File: src/rtl/wb_trace_buffer.sv
// Writeback trace buffer: timestamps register-file writeback events behind an
// arm/trigger FSM and queues them in a first-word-fall-through FIFO for a consumer.
module wb_trace_buffer #(
    parameter int DEPTH        = 16,
    parameter int DATA_W       = 32,
    parameter int REG_W        = 4,
    parameter int CYC_W        = 16,
    parameter bit STOP_ON_FULL = 1'b0
) (
    input  logic                   clock,
    input  logic                   reset,
    input  logic                   arm,
    input  logic                   trig_en,
    input  logic [DATA_W-1:0]      trig_pc,
    input  logic                   wb_valid,
    input  logic [REG_W-1:0]       wb_reg,
    input  logic [DATA_W-1:0]      wb_data,
    input  logic [DATA_W-1:0]      wb_pc,
    input  logic                   rd_ready,
    output logic                   rd_valid,
    output logic [REG_W-1:0]       rd_reg,
    output logic [DATA_W-1:0]      rd_data,
    output logic [DATA_W-1:0]      rd_pc,
    output logic [CYC_W-1:0]       rd_cycle,
    output logic [$clog2(DEPTH):0] level,
    output logic                   overflow,
    output logic [7:0]             drop_cnt,
    output logic [1:0]             state
);
    localparam int AW    = $clog2(DEPTH);
    localparam int CNT_W = AW + 1;

    typedef enum logic [1:0] {
        IDLE    = 2'b00,
        ARMED   = 2'b01,
        CAPTURE = 2'b10,
        HALT    = 2'b11
    } state_t;

    typedef struct packed {
        logic [CYC_W-1:0]  cycle;
        logic [REG_W-1:0]  reg_idx;
        logic [DATA_W-1:0] data;
        logic [DATA_W-1:0] pc;
    } entry_t;

    state_t           fsm;
    entry_t           mem [DEPTH];
    entry_t           new_entry;
    entry_t           head_nxt;
    logic [AW-1:0]    wr_ptr;
    logic [AW-1:0]    rd_ptr;
    logic [AW-1:0]    rd_ptr_nxt;
    logic [CNT_W-1:0] count;
    logic [CNT_W-1:0] count_nxt;
    logic [CYC_W-1:0] cyc;
    logic             empty;
    logic             full;
    logic             pop;
    logic             trig_hit;
    logic             push_req;
    logic             drop;
    logic             push;

    // NOTE: every signal gets a default at the top of always_comb so no path can infer a latch.
    always_comb begin
        empty      = (count == '0);
        // count never exceeds DEPTH, so its top bit alone marks a full FIFO
        full       = count[AW];
        pop        = !empty && rd_ready;
        trig_hit   = arm && (fsm == ARMED) &&
                     (!trig_en || (wb_valid && (wb_pc == trig_pc)));
        push_req   = arm && wb_valid && ((fsm == CAPTURE) || trig_hit);
        drop       = push_req && full && !pop;
        push       = push_req && !drop;
        new_entry  = '{cycle: cyc, reg_idx: wb_reg, data: wb_data, pc: wb_pc};
        rd_ptr_nxt = pop ? rd_ptr + AW'(1) : rd_ptr;
        count_nxt  = count;
        case ({push, pop})
            2'b10:   count_nxt = count + CNT_W'(1);
            2'b01:   count_nxt = count - CNT_W'(1);
            default: count_nxt = count;
        endcase
        // The entry being written this edge becomes the head when it lands on the next read slot.
        if (push && (rd_ptr_nxt == wr_ptr)) head_nxt = new_entry;
        else                                head_nxt = mem[rd_ptr_nxt];
    end

    // NOTE: the storage array has no reset; pointers and count alone decide which slots are live.
    always_ff @(posedge clock) begin
        if (push && !reset) mem[wr_ptr] <= new_entry;
    end

    // NOTE: sequential state uses non-blocking assignments so every register samples pre-edge values.
    always_ff @(posedge clock) begin
        if (reset) begin
            fsm      <= IDLE;
            wr_ptr   <= '0;
            rd_ptr   <= '0;
            count    <= '0;
            cyc      <= '0;
            rd_valid <= 1'b0;
            rd_reg   <= '0;
            rd_data  <= '0;
            rd_pc    <= '0;
            rd_cycle <= '0;
            overflow <= 1'b0;
            drop_cnt <= '0;
        end else begin
            if (push) wr_ptr <= wr_ptr + AW'(1);
            rd_ptr   <= rd_ptr_nxt;
            count    <= count_nxt;
            rd_valid <= (count_nxt != '0);
            if ((count_nxt != '0) && (pop || empty)) begin
                rd_reg   <= head_nxt.reg_idx;
                rd_data  <= head_nxt.data;
                rd_pc    <= head_nxt.pc;
                rd_cycle <= head_nxt.cycle;
            end

            if (fsm == IDLE) begin
                if (arm) begin
                    cyc      <= '0;
                    overflow <= 1'b0;
                    drop_cnt <= '0;
                end
            end else begin
                cyc <= cyc + CYC_W'(1);
                if (drop) begin
                    overflow <= 1'b1;
                    if (drop_cnt != 8'hFF) drop_cnt <= drop_cnt + 8'd1;
                end
            end

            if (!arm) begin
                fsm <= IDLE;
            end else begin
                case (fsm)
                    IDLE:    fsm <= ARMED;
                    ARMED:   if (trig_hit) fsm <= CAPTURE;
                    CAPTURE: if (STOP_ON_FULL && drop) fsm <= HALT;
                    HALT:    fsm <= HALT;
                endcase
            end
        end
    end

    assign level = count;
    assign state = fsm;

endmodule

File: config.mk
export PLATFORM = sky130hd
export DESIGN_NAME = wb_trace_buffer
export DESIGN_NICKNAME = d
export VERILOG_FILES = /design/src/rtl/wb_trace_buffer.sv
export SDC_FILE = /design/constraint.sdc
export NUM_CORES = 2
export LEC_CHECK = 0
export CAP_MARGIN = 20
export CORE_MARGIN = 4
export CORE_UTILIZATION = 55
export CTS_BUF_LIST = sky130_fd_sc_hd__clkbuf_4 sky130_fd_sc_hd__clkbuf_8
export DETAILED_ROUTE_END_ITERATION = 12
export PLACE_DENSITY = 0.73
export SLEW_MARGIN = 20
export SYNTH_ARGS = -nofsm -noshare
export SYNTH_HDL_FRONTEND = slang
export SYNTH_SLANG_ARGS = --single-unit
File: constraint.sdc
create_clock -name clock -period 26.2 [get_ports clock]
set_input_delay 5.24 -clock clock [delete_from_list [all_inputs] [get_ports clock]]
set_output_delay 5.24 -clock clock [all_outputs]
set_load 0.02 [all_outputs]
# Word level (Yosys, flattened, before mapping)
# Memories as Yosys holds them, arrays and structs flattened. A register that Yosys moved wholly into a read port is not among the register bits.
# Cells that the tools add are included.
[classes] n_addsub=6 eq_ne=9 n_mux=15 bitwise_logic=1 n_reduce_logical=29
[op_table] cell="32-bit equality test" n=1
[op_table] cell="16-bit 2-to-1 mux" n=2
[op_table] cell="8-bit 2-to-1 mux" n=4
[op_table] cell="16-bit by 1-bit adder with 16-bit output, second input constant" n=1
[op_table] cell="1-bit logical AND" n=11
[op_table] cell="5-bit case mux with 2 select lines" n=1
[op_table] cell="4-bit by 1-bit adder with 4-bit output, second input constant" n=2
[op_table] cell="8-bit by 1-bit adder with 8-bit output, second input constant" n=1
[op_table] cell="8-bit inequality test, second input constant" n=1
[op_table] cell="2-bit equality test, second input constant" n=3
[op_table] cell="2-bit case mux with 3 select lines" n=1
[op_table] cell="5-bit by 1-bit adder with 5-bit output, second input constant" n=1
[op_table] cell="1-bit zero test" n=5
[op_table] cell="5-bit zero test" n=1
[op_table] cell="1-bit 2-to-1 mux" n=5
[op_table] cell="5-bit nonzero test" n=1
[op_table] cell="5-bit by 1-bit subtractor with 5-bit output, second input constant" n=1
[op_table] cell="2-bit by 1-bit equality test with 1-bit output, second input constant" n=2
[op_table] cell="4-bit 2-to-1 mux" n=1
[op_table] cell="2-bit inequality test, second input constant" n=2
[op_table] cell="2-bit AND reduction" n=2
[op_table] cell="2-bit nonzero test" n=2
[op_table] cell="1-bit logical OR" n=3
[op_table] cell="3-bit AND reduction" n=1
[op_table] cell="other kinds (5)" n=5
[word_totals] regBits=41 ramBits=1344 out_inout_bits=101 mem_count=1
[memory_table] name="mem" words=16 width=84 rd=1 rd_ports_with_merged_regs=1 write_ports=1 line="48" text="entry_t mem [DEPTH];"

# Logic depth before layout (Yosys ltp)
[logic_depth] ltp_word=14 ltp_mapped=17

# Least setup slack after synthesis
# No wires, ideal clock.
[synth_path] path_type="input port to flip-flop" startpoint="in trig_pc[21]" endpoint="mem mem[10][0] (netlist name), enable pin" t_arrival_ps=15676 required_time_ps=25436 slack_ps=9760 path_stages=9 path_cell_list="xor2_1 nor4_1 nand4_1 nor4_2 o211ai_2 buf_2 buf_2 buf_1 nor4b_1"
[synth_via] elab_chain_len=13
[synth_rtl] element="from (decl)" line="14" text="input logic [DATA_W-1:0] trig_pc,"
[synth_rtl] element="32-bit equality test *" line="72" text="(!trig_en || (wb_valid && (wb_pc == trig_pc)));"
[synth_rtl] element="1-bit logical AND *" line="72"
[synth_rtl] element="1-bit logical OR *" line="72"
[synth_rtl] element="1-bit logical AND *" line="71" text="trig_hit = arm && (fsm == ARMED) &&"
[synth_rtl] element="1-bit logical OR *" line="73" text="push_req = arm && wb_valid && ((fsm == CAPTURE) || trig_hit);"
[synth_rtl] element="1-bit logical AND *" line="73"
[synth_rtl] element="1-bit logical AND (2 in series)" line="74" text="drop = push_req && full && !pop;"
[synth_rtl] element="1-bit zero test" line="75" text="push = push_req && !drop;"
[synth_rtl] element="1-bit logical AND *" line="75"
[synth_rtl] element="1-bit logical AND *" line="91" text="if (push && !reset) mem[wr_ptr] <= new_entry;"
[synth_rtl] element="1-bit 2-to-1 mux *" line="91"
[synth_rtl] element="1-bit 2-to-1 mux (implied by the code) *" line="91"
[synth_rtl] element="to (decl)" line="48"
# Mark *: on every way between the ends. The rest lies on a longest branch, timed or not.

# Worst setup path after layout
[layout_path] startpoint="in wb_pc[1]" endpoint="reg rd_data[14], read port of mem"
[layout_via] elab_chain_len=14 word_cells_on_any_way=15 classes_between="eq/ne: 3; mux: 1; reduce/logical: 11"
[layout_rtl] element="from (decl)" line="18" text="input logic [DATA_W-1:0] wb_pc,"
[layout_rtl] element="32-bit equality test *" line="72"
[layout_rtl] element="1-bit logical AND *" line="72"
[layout_rtl] element="1-bit logical OR *" line="72"
[layout_rtl] element="1-bit logical AND *" line="71"
[layout_rtl] element="1-bit logical OR *" line="73"
[layout_rtl] element="1-bit logical AND *" line="73"
[layout_rtl] element="1-bit logical AND (2 in series)" line="74"
[layout_rtl] element="1-bit zero test" line="75"
[layout_rtl] element="1-bit logical AND *" line="75"
[layout_rtl] element="2-bit by 1-bit equality test with 1-bit output or 2-bit equality test (tied branches)" line="79" text="case ({push, pop})"
[layout_rtl] element="5-bit case mux with 2 select lines *" line="79"
[layout_rtl] element="5-bit nonzero test *" line="114" text="if ((count_nxt != '0) && (pop || empty)) begin"
[layout_rtl] element="1-bit logical AND *" line="114"
[layout_rtl] element="to (decl)" line="22" text="output logic [DATA_W-1:0] rd_data,"
# Marked as above.
# A chain may end at the register's enable or synchronous reset.

==> qor.yml <==
sta:
  worst_slew_pin_slew_ps: 1150
  worst_slack_ps: 15490
  finalMaxSlewViolations: 0
  fmax_mhz: 93.3
  setup_viol: 0
  fin_hold_ws_ps: 512
  grt_setup_unrepaired: "no"
  tns_ps: 0
  finalCritPeriodShare_pct: 40.9
  period_needed_ps: 10710
  hold_violations: 0
  slew_headroom_pct: 23.5
  skew_ps: 34.4
clocking:
  clk_path_buf_depth: 3
  cts_tree: "yes"
  cts_resized: 0
  root_buffer: "clkbuf_8"
  path_clk_slew_ps: 60
  numCtsBuffers: 224
  cts_setup_buffers: 0
  cts.sinks: 1469
  hold_buffers: 0
  htree_levels: 4
  clock_latency_ps: 890
finish:
  nets: 4387
  drive_gt1_share_pct: 15.4
  ff_latch_area_um2: 42900
  final_cell_area_um2: 71700
  mostFrequentLayoutCells: "edfxtp_1, mux2i_1, nand2_1"
  area_delta_synth_final_pct: 13.0
  largest_register_ffs: 1344
  final_common_cell: "edfxtp_1"
  multi_input_area_um2: 19500
  fill_cells: 8113
  regMostFlops: "mem"
  largestRegisters: "mem: 1344 flops, rd_data: 32 flops, rd_pc: 32 flops"
worst_setup_path:
  required_ps: 27020
  crit_fanout: 44
  path_class: "in -> reg"
  rrSetupSlack_ps: 20490
  cp-end-kind: "register"
  crit_path_start_kind: "input pin"
  worst-r2r-cell-count: 11
  worstPathArrival_ps: 11530
power_and_ir_drop:
  leakage_nw: 23.4
  vdd_drop_max_uv: 138
  powerDensity_nw_per_um2: 102
detailed_routing:
  viasPerCell: 6.58
  drtIter0Drc: 4375
  wl_per_cell_um: 28.7
  dr_total_vias: 39333
  dr_wl_met3_um: 19800
  wl_met2_um: 79400
  wl_um: 171000
  drc: 0
  topRoutingLayerUsed: "met5"
  dr.pass1.iters: 6
  routedLengthMet1_um: 65900
  antenna_left: 0
synth:
  synth_top_cell_by_area: "edfxtp_1"
  synth_edf_count: 1344
  netlist_area_um2: 63500
  synthCells: 4068
  netlist_top_cells_area: "edfxtp_1, mux2i_1, mux4_2"
  yosysSeqAreaShare_pct: 67.5
  synthDominantCellAreaShare_pct: 63.6
  synth_nets: 4185
  synth_warnings: 0
  synth_cell_type_count: 67
  async_reset_ff_share_pct: 0
  ys_ff_latch: 1469
  avgSynthCellArea_um2: 15.6
  synth_ff_type: "edfxtp_1"
global_route:
  overflow: 0
  antenna_found_initial: 5
  track_usage_pct: 27.9
  grt_max_degree: 111
  grt_pass1_wl_um: 251000
  first_global_vias: 39202
floorplan:
  die_area_um2: 121000
  initial_core_util_pct: 55.5
  pin_count: 207
  num_rows: 124
  dieHeight_um: 348
  coreArea_um2: 115000
  die_x_um: 348
placement:
  place_ws_ps: 14870
  numPortBuffers: 206
  gp_congestion: 0.840
  place_area_um2: 67000
  hpwl_um: 91000
min_path:
  hold_class: "reg -> reg"
  min_path_cells: 1
flow_run:
  cap_viol_max_count: 0
outcome:
  outcome: "completed"
## path summary, 6_finish.rpt
check / start / endpoint
hold reg to reg: rd_pc[16] / rd_pc[16]
hold / removal: rd_pc[16] / rd_pc[16]
setup / recovery: wb_pc[1] / rd_data[14]
setup reg to reg: rd_ptr[0] / rd_pc[31]
## through the flow
step,util [%],instances,power (W)
final,62.6,5978,0.00729
after global placement,58.6,5556,0.00534
after global routing,62.6,5977,0.00759
after floorplan,-,4068,0.00459
after detailed placement,58.6,5556,0.00538
after CTS,62.6,5974,0.00730
## cell usage after synthesis, types with 3 or more instances
library cell  count
a21o_1            5
a21oi_1         113
a221o_1          83
a221oi_1         83
a31oi_1          85
a32o_1           85
and3_1            9
buf_1            36
buf_2            53
buf_4             9
buf_6             5
clkbuf_1        206
dfxtp_1         125
edfxtp_1       1344
ha_1             10
inv_1            11
mux2_2            5
mux2i_1         679
mux4_2          168
nand2_1         375
nand2b_1          8
nand3_1          20
nand4_1          11
nor2_1          113
nor2b_1           8
nor3_1            7
nor4_1           11
nor4b_1           5
o211ai_1         97
o21ai_0         100
o21ai_1           3
or2_2             8
or3_1            92
or4_1             6
xnor2_1          10
xor2_1           33
## worst max-delay path, stage by stage
cell	delay, ps
clkdlybuf4s50_1	890
xor2_1	210
nor4_1	940
and3_1	320
nand3_1	180
o21ai_1	470
nor2_1	190
fa_1	440
a21o_1	180
a21oi_1	260
xnor2_1	190
o41ai_1	90
o211ai_1	180
and3_4	710
buf_4	700
a32o_1	280
## logic make-up (layout without fill, tap and decap cells)
family                   count (synthesis)  after routing  share of synthesized area, %
adder cells (fa/ha/maj)                 11             11                         0.229
flip-flops                            1469           1469                          67.5
AND/OR/NAND/NOR                        688            688                          4.88
other                                    0              4                             0
XOR/XNOR                                43             43                         0.593
multiplexers                           852            852                          16.8
buffers and inverters                  325            719                          2.15
AO/OA/AOI/OAI                          680            680                          7.90
## power breakdown
part,internal (W),leakage [nW],switching (W)
combinational,0.00107,7.72,0.00157
sequential,0.00261,13.2,0.0000998
clock,0.00106,2.48,0.000877
## layer usage
metal  vias up  track usage, %
met4         4            10.8
met1     19937            37.5
met5         -               0
met3       400            8.02
met2      2258            43.7
li1      16734               -
## final cells by class
cell class	count	area share, %
clock buffers	342	5.76
flip-flops and latches	1469	59.8
inverters	13	0.0785
multi-input cells	2274	27.2
clock inverters	76	0.743
repair buffers	288	3.78
well taps	1512	2.64
diodes	4	0.0140
(Power assumes the default switching activity.)
